--- config.mk ---
export PLATFORM = sky130hd
export DESIGN_NAME = adpcm_multi
export DESIGN_NICKNAME = d
export VERILOG_FILES = /design/src/rtl/adpcm_multi.sv
export SDC_FILE = /design/constraint.sdc
export NUM_CORES = 1
export LEC_CHECK = 0
export BUFFER_PORTS_ARGS = -buffer_cell sky130_fd_sc_hd__buf_2
export CORE_MARGIN = 3
export CORE_UTILIZATION = 35
export CTS_BUF_LIST = sky130_fd_sc_hd__clkbuf_4 sky130_fd_sc_hd__clkbuf_8 sky130_fd_sc_hd__clkbuf_16
export DETAILED_ROUTE_END_ITERATION = 8
export SYNTH_ARGS = -nofsm -noshare
export SYNTH_HDL_FRONTEND = slang
export SYNTH_SLANG_ARGS = --single-unit
--- constraint.sdc ---
create_clock -name clk -period 4.4 [get_ports clk]
set_clock_uncertainty 0.1 [all_clocks]
set_input_delay 0.22 -clock clk [delete_from_list [all_inputs] [get_ports clk]]
set_output_delay 0.22 -clock clk [all_outputs]
set_load 0.03 [all_outputs]
--- src/rtl/adpcm_multi.sv ---
// -----------------------------------------------------------------------------
// adpcm_multi -- multi-channel IMA ADPCM encoder/decoder, one conversion at a
// time, serialised over an eight-state FSM (one code bit per cycle).
//
// Each channel owns a 16-bit signed predictor and a 7-bit step index. A
// conversion is requested by toggling req; the selected channel's state is
// read, updated and written back, and done pulses when the results land on
// the tx_* outputs.
//
// Ports
//   clk       rising-edge clock
//   rstn      asynchronous active-low reset
//   enable    1 = run, 0 = synchronous clear of every register and channel
//   req       toggle request; each edge seen while idle starts a conversion
//   ack       high while the FSM is idle
//   done      one-cycle pulse when results are written
//   cst       current FSM state, Gray coded
//   sel_rx    1 = decode rx_adpcm -> tx_pcm, 0 = encode rx_pcm -> tx_adpcm
//   ch_sel    channel for the request (values >= CH map to CH-1)
//   clr       clear state of channel ch_sel; honoured only while idle
//   rx_pcm    signed PCM sample (encode)
//   rx_adpcm  ADPCM nibble (decode), bit 3 = sign
//   tx_pcm    decoded sample (updated on decode only)
//   tx_adpcm  encoded nibble (updated on encode only)
//   tx_idx    post-update step index of the served channel
//   tx_ch     channel of the last completed conversion
// -----------------------------------------------------------------------------
module adpcm_multi #(
  parameter int CH  = 2,
  parameter int CHW = (CH > 1) ? $clog2(CH) : 1
) (
  input  logic                  clk,
  input  logic                  rstn,
  input  logic                  enable,
  input  logic                  req,
  output logic                  ack,
  output logic                  done,
  output logic [2:0]            cst,
  input  logic                  sel_rx,
  input  logic [CHW-1:0]        ch_sel,
  input  logic                  clr,
  input  logic signed [15:0]    rx_pcm,
  input  logic [3:0]            rx_adpcm,
  output logic signed [15:0]    tx_pcm,
  output logic [3:0]            tx_adpcm,
  output logic [6:0]            tx_idx,
  output logic [CHW-1:0]        tx_ch
);

  // Gray-coded sequence: consecutive states differ in one bit.
  typedef enum logic [2:0] {
    IDLE   = 3'b000,
    LOAD   = 3'b001,
    B3     = 3'b011,
    B2     = 3'b010,
    B1     = 3'b110,
    B0     = 3'b111,
    UPDATE = 3'b101,
    STEP   = 3'b100
  } state_t;

  // IMA ADPCM quantiser step sizes, indexed by step index 0..88.
  localparam logic [15:0] STEP_TAB [89] = '{
    16'd7,     16'd8,     16'd9,     16'd10,    16'd11,    16'd12,    16'd13,    16'd14,
    16'd16,    16'd17,    16'd19,    16'd21,    16'd23,    16'd25,    16'd28,    16'd31,
    16'd34,    16'd37,    16'd41,    16'd45,    16'd50,    16'd55,    16'd60,    16'd66,
    16'd73,    16'd80,    16'd88,    16'd97,    16'd107,   16'd118,   16'd130,   16'd143,
    16'd157,   16'd173,   16'd190,   16'd209,   16'd230,   16'd253,   16'd279,   16'd307,
    16'd337,   16'd371,   16'd408,   16'd449,   16'd494,   16'd544,   16'd598,   16'd658,
    16'd724,   16'd796,   16'd876,   16'd963,   16'd1060,  16'd1166,  16'd1282,  16'd1411,
    16'd1552,  16'd1707,  16'd1878,  16'd2066,  16'd2272,  16'd2499,  16'd2749,  16'd3024,
    16'd3327,  16'd3660,  16'd4026,  16'd4428,  16'd4871,  16'd5358,  16'd5894,  16'd6484,
    16'd7132,  16'd7845,  16'd8630,  16'd9493,  16'd10442, 16'd11487, 16'd12635, 16'd13899,
    16'd15289, 16'd16818, 16'd18500, 16'd20350, 16'd22385, 16'd24623, 16'd27086, 16'd29794,
    16'd32767
  };

  state_t state, state_nxt;
  logic   req_d;
  logic   req_edge;

  // Request fields captured on IDLE->LOAD.
  logic                 sel_q;
  logic [CHW-1:0]       ch_q;
  logic signed [15:0]   pcm_q;
  logic [3:0]           adpcm_q;

  // Working registers of the conversion in flight.
  logic                 sign_q;
  logic [2:0]           code_q;
  logic [16:0]          diff_q;     // |rx_pcm - predict|, up to 65535
  logic [15:0]          step_q;
  logic [16:0]          vpdiff_q;   // at most 1.875 * 32767
  logic signed [15:0]   pred_q;
  logic [6:0]           idx_q;

  // Per-channel codec state.
  logic signed [15:0]   ch_pred [CH];
  logic [6:0]           ch_idx  [CH];

  // Combinational helpers.
  logic [CHW-1:0]       ch_map;
  logic signed [15:0]   cur_pred;
  logic [6:0]           cur_idx;
  logic [15:0]          cur_step;
  logic [16:0]          enc_diff;
  logic [16:0]          enc_mag;
  logic [1:0]           bit_pos;
  logic                 take;
  logic signed [17:0]   pred_ext;
  logic signed [17:0]   vp_ext;
  logic signed [17:0]   pred_sum;
  logic signed [15:0]   pred_new;
  logic signed [7:0]    idx_adj;
  logic signed [7:0]    idx_sum;
  logic [6:0]           idx_new;

  assign ack      = (state == IDLE);
  assign cst      = state;
  assign req_edge = (state == IDLE) && (req ^ req_d);

  // Out-of-range channel numbers fold onto the last channel.
  always_comb begin
    ch_map = ch_sel;
    if (int'(ch_sel) >= CH) ch_map = CHW'(CH - 1);
  end

  assign cur_pred = ch_pred[ch_q];
  assign cur_idx  = ch_idx[ch_q];
  assign cur_step = STEP_TAB[cur_idx];

  // 17-bit two's-complement difference; bit 16 is the sign.
  assign enc_diff = {pcm_q[15], pcm_q} - {cur_pred[15], cur_pred};
  assign enc_mag  = enc_diff[16] ? (~enc_diff + 17'd1) : enc_diff;

  // NOTE: every signal written in an always_comb gets a default first so no
  // path leaves it unassigned, which would otherwise infer a latch.
  always_comb begin
    bit_pos = 2'd0;
    if (state == B2)      bit_pos = 2'd2;
    else if (state == B1) bit_pos = 2'd1;
    take = sel_q ? adpcm_q[bit_pos] : (diff_q >= {1'b0, step_q});
  end

  // Predictor update is done 18 bits wide: predict + 61436 would wrap at 17.
  always_comb begin
    pred_ext = {{2{pred_q[15]}}, pred_q};
    vp_ext   = {1'b0, vpdiff_q};
    pred_sum = sign_q ? (pred_ext - vp_ext) : (pred_ext + vp_ext);
    pred_new = pred_sum[15:0];
    if (pred_sum > 18'sd32767)       pred_new = 16'sh7FFF;
    else if (pred_sum < -18'sd32768) pred_new = 16'sh8000;

    // Index step: -1 for codes 0..3, then 2,4,6,8 for codes 4..7.
    idx_adj = -8'sd1;
    if (code_q[2]) idx_adj = $signed({5'd0, code_q[1:0], 1'b0}) + 8'sd2;
    idx_sum = $signed({1'b0, idx_q}) + idx_adj;
    idx_new = idx_sum[6:0];
    if (idx_sum < 8'sd0)       idx_new = 7'd0;
    else if (idx_sum > 8'sd88) idx_new = 7'd88;
  end

  always_comb begin
    state_nxt = state;
    unique case (state)
      IDLE:    if (req_edge) state_nxt = LOAD;
      LOAD:    state_nxt = B3;
      B3:      state_nxt = B2;
      B2:      state_nxt = B1;
      B1:      state_nxt = B0;
      B0:      state_nxt = UPDATE;
      UPDATE:  state_nxt = STEP;
      STEP:    state_nxt = IDLE;
      default: state_nxt = IDLE;
    endcase
  end

  // NOTE: sequential state uses non-blocking assignments so every register
  // samples the pre-edge values, independent of statement order.
  always_ff @(posedge clk or negedge rstn) begin
    if (!rstn) begin
      state <= IDLE;
      req_d <= 1'b0;
    end else if (!enable) begin
      state <= IDLE;
      req_d <= 1'b0;
    end else begin
      state <= state_nxt;
      req_d <= req;
    end
  end

  // NOTE: the channel state arrays are reset like ordinary flops; they are
  // small and must read as zero after reset or enable low.
  always_ff @(posedge clk or negedge rstn) begin
    if (!rstn) begin
      for (int i = 0; i < CH; i++) begin
        ch_pred[i] <= '0;
        ch_idx[i]  <= '0;
      end
    end else if (!enable) begin
      for (int i = 0; i < CH; i++) begin
        ch_pred[i] <= '0;
        ch_idx[i]  <= '0;
      end
    end else if (state == IDLE && clr) begin
      // Cleared before LOAD reads it, so a same-cycle request starts from zero.
      ch_pred[ch_map] <= '0;
      ch_idx[ch_map]  <= '0;
    end else if (state == STEP) begin
      ch_pred[ch_q] <= pred_q;
      ch_idx[ch_q]  <= idx_q;
    end
  end

  always_ff @(posedge clk or negedge rstn) begin
    if (!rstn) begin
      sel_q    <= 1'b0;
      ch_q     <= '0;
      pcm_q    <= '0;
      adpcm_q  <= '0;
      sign_q   <= 1'b0;
      code_q   <= '0;
      diff_q   <= '0;
      step_q   <= '0;
      vpdiff_q <= '0;
      pred_q   <= '0;
      idx_q    <= '0;
      done     <= 1'b0;
      tx_pcm   <= '0;
      tx_adpcm <= '0;
      tx_idx   <= '0;
      tx_ch    <= '0;
    end else if (!enable) begin
      sel_q    <= 1'b0;
      ch_q     <= '0;
      pcm_q    <= '0;
      adpcm_q  <= '0;
      sign_q   <= 1'b0;
      code_q   <= '0;
      diff_q   <= '0;
      step_q   <= '0;
      vpdiff_q <= '0;
      pred_q   <= '0;
      idx_q    <= '0;
      done     <= 1'b0;
      tx_pcm   <= '0;
      tx_adpcm <= '0;
      tx_idx   <= '0;
      tx_ch    <= '0;
    end else begin
      done <= 1'b0;
      unique case (state)
        IDLE: begin
          if (req_edge) begin
            sel_q   <= sel_rx;
            ch_q    <= ch_map;
            pcm_q   <= rx_pcm;
            adpcm_q <= rx_adpcm;
          end
        end
        LOAD: begin
          step_q   <= cur_step;
          vpdiff_q <= {4'd0, cur_step[15:3]};
          pred_q   <= cur_pred;
          idx_q    <= cur_idx;
          code_q   <= '0;
          if (sel_q) begin
            sign_q <= adpcm_q[3];
            diff_q <= '0;
          end else begin
            sign_q <= enc_diff[16];
            diff_q <= enc_mag;
          end
        end
        B2, B1, B0: begin
          if (take) begin
            code_q[bit_pos] <= 1'b1;
            vpdiff_q        <= vpdiff_q + {1'b0, step_q};
            if (!sel_q) diff_q <= diff_q - {1'b0, step_q};
          end
          step_q <= step_q >> 1;
        end
        UPDATE: begin
          pred_q <= pred_new;
          idx_q  <= idx_new;
        end
        STEP: begin
          if (sel_q) tx_pcm   <= pred_q;
          else       tx_adpcm <= {sign_q, code_q};
          tx_idx <= idx_q;
          tx_ch  <= ch_q;
          done   <= 1'b1;
        end
        default: ;  // B3: the sign bit was settled in LOAD
      endcase
    end
  end

endmodule

==> results of run 1 <==
-- power by group through the flow --
stage / Sequential [W] / Clock [W] / Combinational [W]
6_report: 0.00223 / 0.00163 / 0.00554
5_1_grt: 0.00226 / 0.00172 / 0.00614
4_1_cts: 0.00222 / 0.00165 / 0.00548
3_5_place_dp: 0.00224 / 0 / 0.00543
3_3_place_gp: 0.00224 / 0 / 0.00537
2_1_floorplan: 0.00212 / 0 / 0.00422
-- path summary, 6_finish.rpt --
check                                               end  slack [ns]
worst max-delay path              pred_q[1]$_DFFE_PN0P_        0.39
max in group asynchronous         ch_idx[6]$_DFFE_PN0P_        2.74
worst max register to register    pred_q[1]$_DFFE_PN0P_        0.39
worst min register to register  ch_pred[29]$_DFFE_PN0P_        0.39
min in group asynchronous          pcm_q[3]$_DFFE_PN0P_        0.38
worst min-delay path             ch_pred[2]$_DFFE_PN0P_        0.26
-- cell usage in the layout (no fill, tap or decap), drive strengths merged, types with 11 or more instances in the layout --
cell type,n
a211oi,15
a21boi,31
a21o,26
a21oi,157
a22o,52
a22oi,11
a31oi,20
and2,11
buf,94
clkbuf,18
dfrtp,177
dlygate4sd3,24
ha,87
inv,65
mux2i,26
nand2,157
nand2b,12
nand3,22
nor2,142
nor2b,12
nor3,42
o211ai,15
o21a,37
o21ai,134
o21bai,24
o22a,22
o22ai,17
o31ai,12
xnor2,53
xor2,35
-- metal layers --
metal	global-route usage [%]	share of wire, %	vias up
met5	0	0	-
met4	6.29	2.3	0
met3	2.98	5.8	49
met2	32.2	45	424
met1	30.3	47	5995
li1	-	-	5969
-- registers in the layout, indices dropped and copies added (netlist names), 7 cells and up --
register / cells
pcm_q: 16
ch_pred: 32
ch_idx: 14
pred_q: 16
vpdiff_q: 17
tx_pcm: 16
tx_idx: 7
idx_q: 7
step_q: 15
diff_q: 17
-- through the flow --
stage	hold slack [ns]	utilization (%)	cell area, um2	setup slack (ns)	total power, W
finish	0.256	40.1	15300	0.393	0.00940
global route	0.289	40.1	15300	0.103	0.0101
floorplan	-0.176	-	13600	0.147	0.00634
CTS	0.243	40.1	15300	0.402	0.00935
detailed placement	0.362	37.9	14400	0.425	0.00768
global placement	0.361	37.9	14400	0.499	0.00761
-- cell families after synthesis --
logic type | after synthesis
xor gates and xnor gates | 88
buffers and inverters | 159
DFF | 177
AOI/OAI and AO/OA | 627
adders and majority gates | 92
muxes | 34
and+or+nand+nor | 440
-- timing repair --
item,in CTS,in global routing
buffers inserted,0,0
hold buffers,24,0
gates resized for setup,0,0
endpoints found under the hold margin,142,0
-- area by class of cell --
type,count,share of cell area (%)
multi-input cells,1281,56.0
flip-flops and latches,177,29.0
repair buffers,119,5.34
well taps,511,4.19
clock buffers,17,2.79
inverters,56,1.38
clock inverters,15,1.23
-- worst register-to-register path: cells and delay by family, from the launching register on --
family | cells | cell delay, ns
XOR/XNOR | 2 | 0.35
AO/OA/AOI/OAI | 8 | 1.93
buffers and inverters | 1 | 0.08
flip-flops | 1 | 0.49
AND/OR/NAND/NOR | 3 | 0.36
adder cells (fa/ha/maj) | 2 | 0.57
==> flow_results.org, run 1 <==
** Global routing
- In the global route stage, overall resource usage came out at around a fifth.
- Entering global routing, the biggest net connects between 100 and 150 pins.
- Overflow left after global routing :: 0
- Number of antenna violations at the first check in global routing :: 1
- Vias in the first global route :: between 10000 and 15000
- The first global-routing pass estimated between 60000 and 70000 um of wire.

** Yosys
- The synthesized netlist devotes under 10% of its cell area to adder and majority cells.
- Yosys mapped a number of flops with a built-in enable equal to 0.
- Among all flip-flop cells after synthesis, the most frequent one is sky130_fd_sc_hd__dfrtp_1.
- The synthesized netlist occupies a cell area of between 0.01 and 0.015 mm2.
- Compound-gate portion of the synthesized area :: between 30% and 40%
- Counting every net in the synthesized netlist gives between 1500 and 2000.
- Ranked by total cell area, the synthesized netlist is headed by sky130_fd_sc_hd__dfrtp_1 (33%), sky130_fd_sc_hd__ha_1 (8.0%), sky130_fd_sc_hd__a21oi_1 (5.7%), sky130_fd_sc_hd__o21ai_0 (4.5%), sky130_fd_sc_hd__nand2_1 (4.3%).
- Number of instances in the synthesized netlist :: 1617
- Async set or reset register ratio after synthesis :: 100%
- Counting instances in the post-synthesis netlist gives the leading cell types as sky130_fd_sc_hd__dfrtp_1 (177), sky130_fd_sc_hd__nand2_1 (157), sky130_fd_sc_hd__a21oi_1 (155).
- sky130_fd_sc_hd__dfrtp_1 takes more of the synthesized area than any other cell.
- The synthesized design contains 177 register bits.
- Share of synthesized cell area in and, or, nand and nor gates :: between 10% and 20%
- After synthesis, flip-flops and latches occupy roughly a third of the total area.
- Combinational family with the most area after synthesis :: compound AO/OA/AOI/OAI gates
- Number of warnings reported in the yosys synthesis log :: 0
- Mapped Avg Cell Area :: between 8 and 9 um2
- XOR/XNOR Fraction of Synth Area :: approximately 5.8%
- Multiplexer area fraction after synthesis :: 2.71%
- Among all cell types in the netlist, the one instantiated most often is sky130_fd_sc_hd__dfrtp_1.
- Summed over its instances, the top area cell type makes up between 30 and 40% of the synthesized netlist area.
- Counting distinct cell types in the post-synthesis netlist gives between 80 and 90.

** Cells and area
- Leaving out filler cells and counting taps, the final layout contains about 2200.
- The number of antenna diodes in the final layout is 0.
- Relative to the synthesized area, the layout overhead comes to 12.0%.
- Net total in the final layout :: approximately 1800
- Multi-input gate area in the final layout :: ~0.0086 mm2
- Register cell area after layout :: 0.00443 mm2
- Final-layout fill cell count :: roughly 4000
- In the final layout, the share of cells above drive strength 1 is roughly 10%.

** CTS
- H-tree levels :: 4
- Sink Count :: between 150 and 200
- No sink is reached through more buffers than the 2 on the longest clock path.
- Clock latency on the worst-skew pair, taken at its later pin, is ~0.47 ns.
- Clock edge transition at the registers on the reported setup and hold paths :: approximately 0.08 ns
- Clock tree synthesis inserted a total of 17 buffers.
- TritonCTS built the clock tree.
- Clock Tree Root :: sky130_fd_sc_hd__clkbuf_16

** Critical path
- Reg2reg path depth :: 16
- Of all nets on the critical path, the largest fanout is 15.
- Traced cell by cell, the critical path runs through inv_1 > ha_1 > a31oi_1 > o21bai_1 > nor2_1 > xor2_1 > ha_1 > a21o_1 > a21o_2 > nor3_1 > a21oi_2 > o41ai_4 > xnor2_2 > o311a_2 > nor2_1 > a221o_1.
- STA classifies the critical path endpoint as a flop.
- Kind of critical path :: reg -> reg
- Data required time of the critical path :: about 4.7 ns
- Tracing the worst setup path back leads to its startpoint at vpdiff_q[1]$_DFFE_PN0P_.
- In this run the number of cells on the critical path is 16.
- Counting both buffers and inverters, the worst setup path holds a total of 1.
- The worst register-to-register path begins at vpdiff_q[1]$_DFFE_PN0P_.
- The worst setup path is launched from a flop.
- Slowest cell on crit path :: sky130_fd_sc_hd__dfrtp_1
- In this design, the stage delay of the slowest critical-path cell is between 0.4 and 0.5 ns.
- Family with the most delay on the worst path :: compound AO/OA/AOI/OAI gates
- Worst EP arrival :: 4.26 ns

** Die
- Starting density of the core :: between 30% and 40%
- From bottom edge to top edge, the die measures between 200 and 250 um.
- Std-Cell Core Area :: ~0.038 mm2
- Number of top-level pins :: 60
- The die is between 200 and 250 um wide.
- Number of core rows :: 71
- Die footprint :: around 0.041 mm2

** Timing
- Setup Viol. Count Final :: 0
- Share of the cycle needed by the critical path after routing :: about 91%
- Achievable Freq :: 250 MHz
- Final total negative setup slack :: 0 ns
- Setup repair after global routing missed its margin :: no
- Slew at the pin closest to its max-slew limit :: 1.23 ns
- Headroom to the max-slew limit came out at about 18%.
- The max-slew violation count is 0.
- The hold violation count in the final report is 0.
- Tmin final :: around 4 ns

** Pwr
- IR analysis of the VDD net gives a maximum drop of roughly 0.00029 V.
- Net switching fraction of the power :: between 40 and 50%
- In this run the power spent charging and discharging nets is between 0.004 and 0.005 W.
- The share of total power dissipated in combinational logic is 59.0%.
- Power spread over the standard cell area amounts to ~600 mW/mm2.
- Clock share of power :: 17.3%
- Leakage power of the design :: roughly 7 nW
- Sequential Power Share :: a little under a quarter
- Internal power of the cells :: 0.00490 W

** Place
- Total half-perimeter wirelength after legalization and detailed placement :: 31500 um
- Cell count after placement :: around 2100
- Final weighted congestion in routability-driven placement :: approximately 0.93
- The count of buffers added on input and output ports is about 60.

** Worst hold path
- The worst hold path begins at clr.
- Classification of the worst-slack hold path :: in -> reg
- Number of stages on the worst hold path :: 4

** Route
- For this block, the routed nets add up to about 43000 um of wire.
- After detailed routing, the number of remaining DRC violations is 0.
- In the routed layout, each cell is associated on average with a via count of roughly 5.7.
- DR WL/cell :: ~20 um
- In this run, the number of DRC markers left after iteration 0 of detailed routing was between 1000 and 1500.
- The final route contains 12400 vias.
- For this run, the detailed router's first-pass iteration total came to 6.
- Remaining antenna violation count after routing :: 0

** Run status
- Outcome :: complete, no violations

** Run
- Max-cap violations :: 0
(Power assumes the default switching activity.)
==> inputs of run 2 (changes only) <==
--- a/config.mk
+++ b/config.mk
@@ -6,6 +6,7 @@
 export NUM_CORES = 1
 export LEC_CHECK = 0
 export BUFFER_PORTS_ARGS = -buffer_cell sky130_fd_sc_hd__buf_2
+export CORE_ASPECT_RATIO = 0.7
 export CORE_MARGIN = 3
 export CORE_UTILIZATION = 35
 export CTS_BUF_LIST = sky130_fd_sc_hd__clkbuf_4 sky130_fd_sc_hd__clkbuf_8 sky130_fd_sc_hd__clkbuf_16
==> flow_results.org, run 2 (synthesis gave the netlist of run 1 again) <==
** Worst hold path
- The type of the worst min-delay path is in -> reg (unchanged).

** Cells and area
- Finished layout cell area :: 0.0154 mm2 (was 0.0153 mm2)
- Register with the most flip-flops :: ch_pred (unchanged)
- The number of cells in the finished layout apart from fillers came to 2203 (was 2176).
- Regs by FF count: ch_pred: 32 flops, diff_q: 17 flops, vpdiff_q: 17 flops (unchanged).
- The growth of design area from synthesis to finish was 13.0% (was 12.0%).
- The number of flip-flops under the largest register name came to 32 (unchanged).
- Layout cell share with drive strength beyond 1 :: 11.2% (was 10.2%)
- Commonest non-fill, non-tap cells in the layout: sky130_fd_sc_hd__dfrtp_1 (177), sky130_fd_sc_hd__nand2_1 (157), sky130_fd_sc_hd__a21oi_1 (154), sky130_fd_sc_hd__nor2_1 (141), sky130_fd_sc_hd__o21ai_0 (120) (unchanged).
- Commonest non-fill, non-tap cell in the layout :: sky130_fd_sc_hd__dfrtp_1 (unchanged)
- The number of antenna repair diodes came to 0 (unchanged).
- Net total in the final layout :: 1791 (was 1771)

** Critical path
- Worst EP arrival :: 4.26 ns (about the same)
- Data required time of the critical path :: 4.64 ns (was 4.66 ns)
- Kind of critical path :: reg -> reg (unchanged)
- Slowest cell on crit path :: sky130_fd_sc_hd__dfrtp_1 (unchanged)
- The largest fanout on the critical path came to 15 (unchanged).
- Largest incremental delay on the critical path :: 0.48 ns (was 0.49 ns)
- The critical path launch point type is a flop (unchanged).
- The gate family responsible for the most delay along the worst path is compound AO/OA/AOI/OAI gates (unchanged).
- The endpoint type of the worst setup path is a flop (unchanged).
- Ordered list of cells on the worst path: inv_1 > ha_1 > a31oi_1 > o21bai_1 > nor2_1 > xor2_1 > ha_1 > a21o_1 > a21o_2 > nor3_1 > a21oi_2 > o41ai_4 > xnor2_2 > o311a_2 > nor2_1 > a221o_1 (unchanged).
- CP Buf/Inv Count :: 1 (unchanged)

** Place
- The half-perimeter wire length after placement was 32300 um (was 31500 um).
- Final weighted congestion in routability-driven placement :: 0.940 (was 0.927)
- Cell count after placement :: 2147 (was 2120)
- The standard cell area after detailed placement is 0.0146 mm2 (was 0.0144 mm2).
- Count of input and output buffers :: 59 (unchanged)

** Timing
- The shortest clock period the worst path allows after layout was 4.02 ns (was 4.01 ns).
- The number of setup violations in the final report came to 0 (unchanged).
- Worst slew margin relative to its limit :: 17.6% (was 17.9%)
- Final total negative setup slack :: 0 ns (unchanged)
- The hold violation count in the final report is 0 (unchanged).
- The highest clock frequency the design can meet came to 249 MHz (was 250 MHz).
- The portion of the clock cycle consumed by the worst path in the final layout came to 91.4% (was 91.1%).
- Setup repair after global routing missed its margin: no (unchanged).
- Slew at the pin closest to its max-slew limit :: 1.23 ns (about the same)
- Final-report max-slew violation count :: 0 (unchanged)

** Die
- Die footprint :: 0.0413 mm2 (about the same)
- Std-Cell Core Area :: 0.0378 mm2 (was 0.0380 mm2)
- The floorplan row count came to 59 (was 71).
- Number of top-level pins :: 60 (unchanged)
- The chip height is 171 um (was 203 um).
- The die width was 242 um (was 203 um).
- The initial core utilization is 36.0% (was 35.8%).

** Route
- The total DRC errors in the routed layout was 0 (unchanged).
- The violation count after the first detailed-route iteration was 1404 (was 1145).
- Vias per cell :: 5.85 (was 5.72)
- Router iterations before antenna repair :: 6 (unchanged)
- Final routed wirelength across all metal layers :: 44100 um (was 43400 um)
- DR vias :: 12900 (was 12400)
- DR WL/cell :: 20.0 um (was 19.9 um)
- Remaining antenna violation count after routing :: 0 (unchanged)

** Pwr
- The power density over the cells came to 613 mW/mm2 (was 616 mW/mm2).
- The total power is 0.00944 W (was 0.00940 W).
- Largest vdd supply drop :: 0.000369 V (was 0.000289 V)
- Leakage power of the design :: 6.88 nW (was 6.80 nW)

** Run
- The max capacitance violation total came to 0 (unchanged).

** Global routing
- The initial antenna violation count is 0 (was 1).
- First-pass GRT wire length :: 69300 um (was 68600 um)
- The all-layer global routing usage was 21.1% (was 20.9%).
- Pin count of the biggest net entering global routing :: 97 (was 122)
- The total congestion overflow after global routing came to 0 (unchanged).
- The number of global-route vias before repair is 12100 (was 11900).

** CTS
- H-tree levels :: 4 (unchanged)
- # Post-CTS Setup Buffers :: 0 (unchanged)
- Total CTS buffers :: 17 (unchanged)
- The library cell used as clock root buffer is sky130_fd_sc_hd__clkbuf_16 (unchanged).
- The number of sinks driven by the clock tree came to 177 (unchanged).
- The cts-stage hold buffer count was 24 (unchanged).
- The clock tree buffer depth is 2 (unchanged).
- Clock edge transition at the registers on the reported setup and hold paths :: 0.08 ns (about the same)
- The clock latency on the worst-skew pair came to 0.46 ns (was 0.47 ns).
- The CTS tree was done (unchanged).
- Resized Gates After CTS :: 0 (unchanged)

** Run status
- Outcome: complete, no violations (unchanged).
run 2: tightest hold or removal path, cell delays in order:
cell,delay [ns]
sky130_fd_sc_hd__buf_2,0.12
sky130_fd_sc_hd__buf_4,0.23
sky130_fd_sc_hd__nand2_1,0.10
sky130_fd_sc_hd__o41ai_1,0.05
run 2: layer usage:
layer / up-vias / track usage [%] / part of all wire, %
met1: 6251 / 31.1 / 48
met4: 0 / 5.98 / 2.0
met2: 547 / 30.0 / 40
met5: - / 0 / 0
li1: 6017 / - / -
met3: 65 / 5.58 / 9.6
run 2: layout make-up:
class,instances,area (um2)
flip-flops and latches,177,4430
fillers,3826,22400
repair buffers,139,977
inverters,56,210
well taps,518,648
clock inverters,14,143
multi-input cells,1281,8550
clock buffers,18,439
run 2: final timing paths:
| kind | startpoint | to | slack [ns] | cells past startpoint |
|---|---|---|---|---|
| worst max-delay path | vpdiff_q[1]$_DFFE_PN0P_ | pred_q[8]$_DFFE_PN0P_ | 0.38 | 16 |
| worst min-delay path | enable | idx_q[2]$_DFFE_PN0P_ | 0.23 | 4 |
| worst max register to register | vpdiff_q[1]$_DFFE_PN0P_ | pred_q[8]$_DFFE_PN0P_ | 0.38 | 16 |
| worst min register to register | diff_q[16]$_DFFE_PN0P_ | diff_q[16]$_DFFE_PN0P_ | 0.38 | 1 |
| max in group asynchronous | rstn | diff_q[7]$_DFFE_PN0P_ | 2.91 | 3 |
| min in group asynchronous | rstn | ch_pred[28]$_DFFE_PN0P_ | 0.31 | 2 |
run 2: per-stage QoR:
stage	util [%]	hold WS [ns]	setup WS, ns
final	40.7	0.226	0.377
after global routing	40.7	0.226	0.119
after CTS	40.7	0.188	0.357
after detailed placement	38.6	0.264	0.391
after global placement	38.6	0.261	0.489
after floorplan	-	-0.176	0.147
run 2: power by group:
group | total (W) | internal [W] | switching (W)
logic | 0.00568 | 0.00225 | 0.00343
clock network | 0.00154 | 0.000769 | 0.000774
registers | 0.00221 | 0.00190 | 0.000316
total | 0.00944 | 0.00492 | 0.00452
==> inputs of run 3 (changes only) <==
--- a/config.mk
+++ b/config.mk
@@ -11,6 +11,7 @@
 export CORE_UTILIZATION = 35
 export CTS_BUF_LIST = sky130_fd_sc_hd__clkbuf_4 sky130_fd_sc_hd__clkbuf_8 sky130_fd_sc_hd__clkbuf_16
 export DETAILED_ROUTE_END_ITERATION = 8
+export REMOVE_ABC_BUFFERS = 1
 export SYNTH_ARGS = -nofsm -noshare
 export SYNTH_HDL_FRONTEND = slang
 export SYNTH_SLANG_ARGS = --single-unit
==> flow_results.org, run 3 (synthesis gave the netlist of run 1 again) <==
** Die
- The floorplan row count came to 59 (unchanged).
- Starting density of the core :: 36.0% (unchanged)
- The floorplan die area came to 0.0413 mm2 (unchanged).
- The number of ports placed on the die boundary is 60 (unchanged).
- The die width was 242 um (unchanged).
- Vertical extent of the die :: 171 um (unchanged)
- Std-Cell Core Area :: 0.0378 mm2 (unchanged)

** Place
- The final estimated routing congestion in global placement is 0.943 (was 0.940).
- Total half-perimeter wirelength after legalization and detailed placement :: 33700 um (was 32300 um)
- Post-Place Worst Slack :: 0.432 ns (was 0.391 ns)
- The standard cell area after detailed placement is 0.0145 mm2 (was 0.0146 mm2).
- Count of input and output buffers :: 59 (unchanged)
- The count of placed standard cells including taps is 2139 (was 2147).

** Worst hold path
- Hold wc startpoint :: enable (unchanged)
- Number of stages on the worst hold path :: 2 (was 4)
- Endpoint, Worst Hold :: sel_q$_DFFE_PN0P_ (was idx_q[2]$_DFFE_PN0P_)
- Classification of the worst-slack hold path :: in -> reg (unchanged)

** Timing
- The worst-case setup margin in the final layout was 0.403 ns (was 0.377 ns).
- The hold violation count in the final report is 0 (unchanged).
- The portion of the clock cycle consumed by the worst path in the final layout was 90.8% (was 91.4%).
- Setup Viol. Count Final :: 0 (unchanged)
- The shortest clock period the worst path allows after layout was 4.00 ns (was 4.02 ns).
- The max-slew violation count was 0 (unchanged).
- Setup repair after global routing missed its margin :: no (unchanged)
- The max-slew headroom at the worst pin came to 23.9% (was 17.6%).
- The highest clock frequency the design can meet is 250 MHz (was 249 MHz).
- Slew at the pin closest to its max-slew limit :: 1.14 ns (was 1.23 ns)

** Critical path
- Max Fanout on Critical Path :: 13 (was 15)
- Worst setup SP type :: flop (unchanged)
- The start-to-end type of the worst setup path is reg -> reg (unchanged).
- FF-to-FF setup slack :: 0.40 ns (was 0.38 ns)
- The data arrival at the endpoint of the critical path was 4.29 ns (was 4.26 ns).
- The endpoint type of the worst setup path is a flop (unchanged).
- The critical register-to-register path startpoint was vpdiff_q[1]$_DFFE_PN0P_ (unchanged).
- Data required time of the critical path :: 4.70 ns (was 4.64 ns)
- Reg2reg path depth :: 16 (unchanged)
- The capturing point of the worst reg2reg path is pred_q[14]$_DFFE_PN0P_ (was pred_q[8]$_DFFE_PN0P_).

** Pwr
- The maximum resistive drop on vdd was 0.000296 V (was 0.000369 V).
- Clock share of power :: 16.1% (was 16.4%)
- Internal power of the cells :: 0.00493 W (was 0.00492 W)
- Reported net switching power :: 0.00446 W (was 0.00452 W)
- The power density over the cells was 613 mW/mm2 (about the same).
- Net switching fraction of the power :: 47.5% (was 47.9%)
- Power share of the combinational group :: 59.9% (was 60.2%)
- The reported leakage power was 6.83 nW (was 6.88 nW).
- Sequential Power Share :: 24.0% (was 23.5%)

** Cells and area
- Register with the most flip-flops :: ch_pred (unchanged)
- The number of flip-flops under the largest register name came to 32 (unchanged).
- The number of cells in the finished layout apart from fillers was 2197 (was 2203).
- Finished layout cell area :: 0.0153 mm2 (was 0.0154 mm2)
- Area growth from synthesis to final layout :: 12.6% (was 13.0%)
- Regs by FF count: ch_pred: 32 flops, diff_q: 17 flops, vpdiff_q: 17 flops (unchanged).
- The final-layout fill cell count was 3836 (was 3826).
- The net total in the final layout came to 1783 (was 1791).
- Commonest non-fill, non-tap cells in the layout :: sky130_fd_sc_hd__dfrtp_1 (177), sky130_fd_sc_hd__nand2_1 (157), sky130_fd_sc_hd__a21oi_1 (154), sky130_fd_sc_hd__nor2_1 (140), sky130_fd_sc_hd__o21ai_0 (120) (was sky130_fd_sc_hd__dfrtp_1 (177), sky130_fd_sc_hd__nand2_1 (157), sky130_fd_sc_hd__a21oi_1 (154), sky130_fd_sc_hd__nor2_1 (141), sky130_fd_sc_hd__o21ai_0 (120))
- Commonest non-fill, non-tap cell in the layout :: sky130_fd_sc_hd__dfrtp_1 (unchanged)
- Layout cell share with drive strength beyond 1 :: 10.9% (was 11.2%)

** CTS
- The CTS buffer count is 17 (unchanged).
- The clock tree buffer depth is 2 (unchanged).
- H-tree levels :: 4 (unchanged)
- Clock edge transition at the registers on the reported setup and hold paths :: 0.07 ns (was 0.08 ns)
- The clock latency on the worst-skew pair came to 0.45 ns (was 0.46 ns).
- The library cell used as clock root buffer was sky130_fd_sc_hd__clkbuf_16 (unchanged).
- The CTS tree was done (unchanged).
- The quantity of gates resized following cts came to 0 (unchanged).
- The number of setup buffers added after CTS was 0 (unchanged).
- The number of sinks driven by the clock tree is 177 (unchanged).

** Route
- The ratio of routed vias to standard cells came to 5.79 (was 5.85).
- Router iterations before antenna repair :: 6 (unchanged)
- The total DRC errors in the routed layout was 0 (unchanged).
- Number of DRC markers after the initial detailed-route iteration :: 1576 (was 1404)
- The average wire length per cell after detail routing is 20.6 um (was 20.0 um).
- Remaining antenna violation count after routing :: 0 (unchanged)
- Final routed wirelength across all metal layers :: 45300 um (was 44100 um)
- DR vias :: 12700 (was 12900)

** Global routing
- The number of global-route vias before repair is 12000 (was 12100).
- Number of antenna violations at the first check in global routing :: 1 (was 0)
- The maximum number of pins on one net before global-route repair was 100 (was 97).
- First-pass GRT wire length :: 71000 um (was 69300 um)
- Overflow left after global routing :: 0 (unchanged)
- All-layer global routing usage :: 21.9% (was 21.1%)

** Run
- Max-cap violations :: 0 (unchanged)

** Run status
- Outcome: complete, no violations (unchanged).
==> run 3: cell types whose count changed in the layout (fill, tap and decap cells not counted), moves of 2 or more <==
cell	before	now
sky130_fd_sc_hd__buf_4	55	47
sky130_fd_sc_hd__inv_8	5	0
sky130_fd_sc_hd__diode_2	0	2
sky130_fd_sc_hd__clkinv_2	1	3
sky130_fd_sc_hd__clkinv_8	2	0
sky130_fd_sc_hd__clkinvlp_4	3	5
==> run 3: how the worst max path moves through the flow <==
| stage | startpoint | endpoint | slack [ns] | depth (start not counted) |
|---|---|---|---|---|
| after global placement | vpdiff_q[1]$_DFFE_PN0P_ | pred_q[1]$_DFFE_PN0P_ | 0.49 | 16 |
| after floorplan | ch_q$_DFFE_PN0P_ | step_q[9]$_DFFE_PN0P_ | -0.41 | 9 |
| after global routing | vpdiff_q[1]$_DFFE_PN0P_ | pred_q[1]$_DFFE_PN0P_ | 0.17 | 16 |
| after detailed placement | vpdiff_q[1]$_DFFE_PN0P_ | pred_q[1]$_DFFE_PN0P_ | 0.43 | 16 |
| after CTS | vpdiff_q[1]$_DFFE_PN0P_ | pred_q[9]$_DFFE_PN0P_ | 0.41 | 16 |
| final | vpdiff_q[1]$_DFFE_PN0P_ | pred_q[14]$_DFFE_PN0P_ | 0.40 | 16 |
==> run 3: per-layer routing <==
metal	part of all wire (%)	vias up	track usage [%]
li1	-	6019	-
met1	48	6205	32.1
met2	41	466	31.3
met3	9.9	35	7.16
met4	1.2	4	4.52
met5	0.071	-	0
==> run 3: repair_timing <==
item	CTS	global route
hold endpoints to repair	121	0
hold buffers	24	0
setup endpoints to repair	0	0
==> run 3: power groups by stage <==
stage	clock (W)	sequential [W]	combinational, W
after CTS	0.00154	0.00224	0.00556
after floorplan	0	0.00214	0.00409
after global placement	0	0.00226	0.00545
final	0.00151	0.00225	0.00563
after global routing	0.00161	0.00229	0.00624
after detailed placement	0	0.00227	0.00551
==> run 3: worst max-delay path, stage by stage (launching register included) <==
cell,delay [ns]
sky130_fd_sc_hd__dfrtp_1,0.48
sky130_fd_sc_hd__inv_1,0.08
sky130_fd_sc_hd__ha_1,0.21
sky130_fd_sc_hd__a31oi_1,0.21
sky130_fd_sc_hd__o21bai_1,0.21
sky130_fd_sc_hd__nor2_1,0.09
sky130_fd_sc_hd__xor2_1,0.15
sky130_fd_sc_hd__ha_1,0.35
sky130_fd_sc_hd__a21o_1,0.21
sky130_fd_sc_hd__a21o_2,0.21
sky130_fd_sc_hd__nor3_1,0.19
sky130_fd_sc_hd__a21oi_2,0.11
sky130_fd_sc_hd__or2_1,0.27
sky130_fd_sc_hd__and3_4,0.21
sky130_fd_sc_hd__o311ai_4,0.50
sky130_fd_sc_hd__o21bai_1,0.21
sky130_fd_sc_hd__a22o_1,0.14
==> run 3: area by class of cell <==
cell class	count	area (um2)	area share (%)
multi-input cells	1281	8550	55.8
flip-flops and latches	177	4430	28.9
repair buffers	131	917	5.98
well taps	518	648	4.23
clock buffers	20	460	3.00
inverters	56	210	1.37
clock inverters	12	109	0.710
diodes	2	5.00	0.0326
==> run 3: through the flow <==
stage / util, % / TNS, ns / hold WS (ns) / total power [W]
after detailed placement: 38.4 / 0 / 0.280 / 0.00778
after global routing: 40.6 / 0 / 0.146 / 0.0101
after floorplan: - / -3.76 / -0.176 / 0.00623
after global placement: 38.4 / 0 / 0.279 / 0.00771
final: 40.6 / 0 / 0.128 / 0.00939
after CTS: 40.6 / 0 / 0.134 / 0.00934
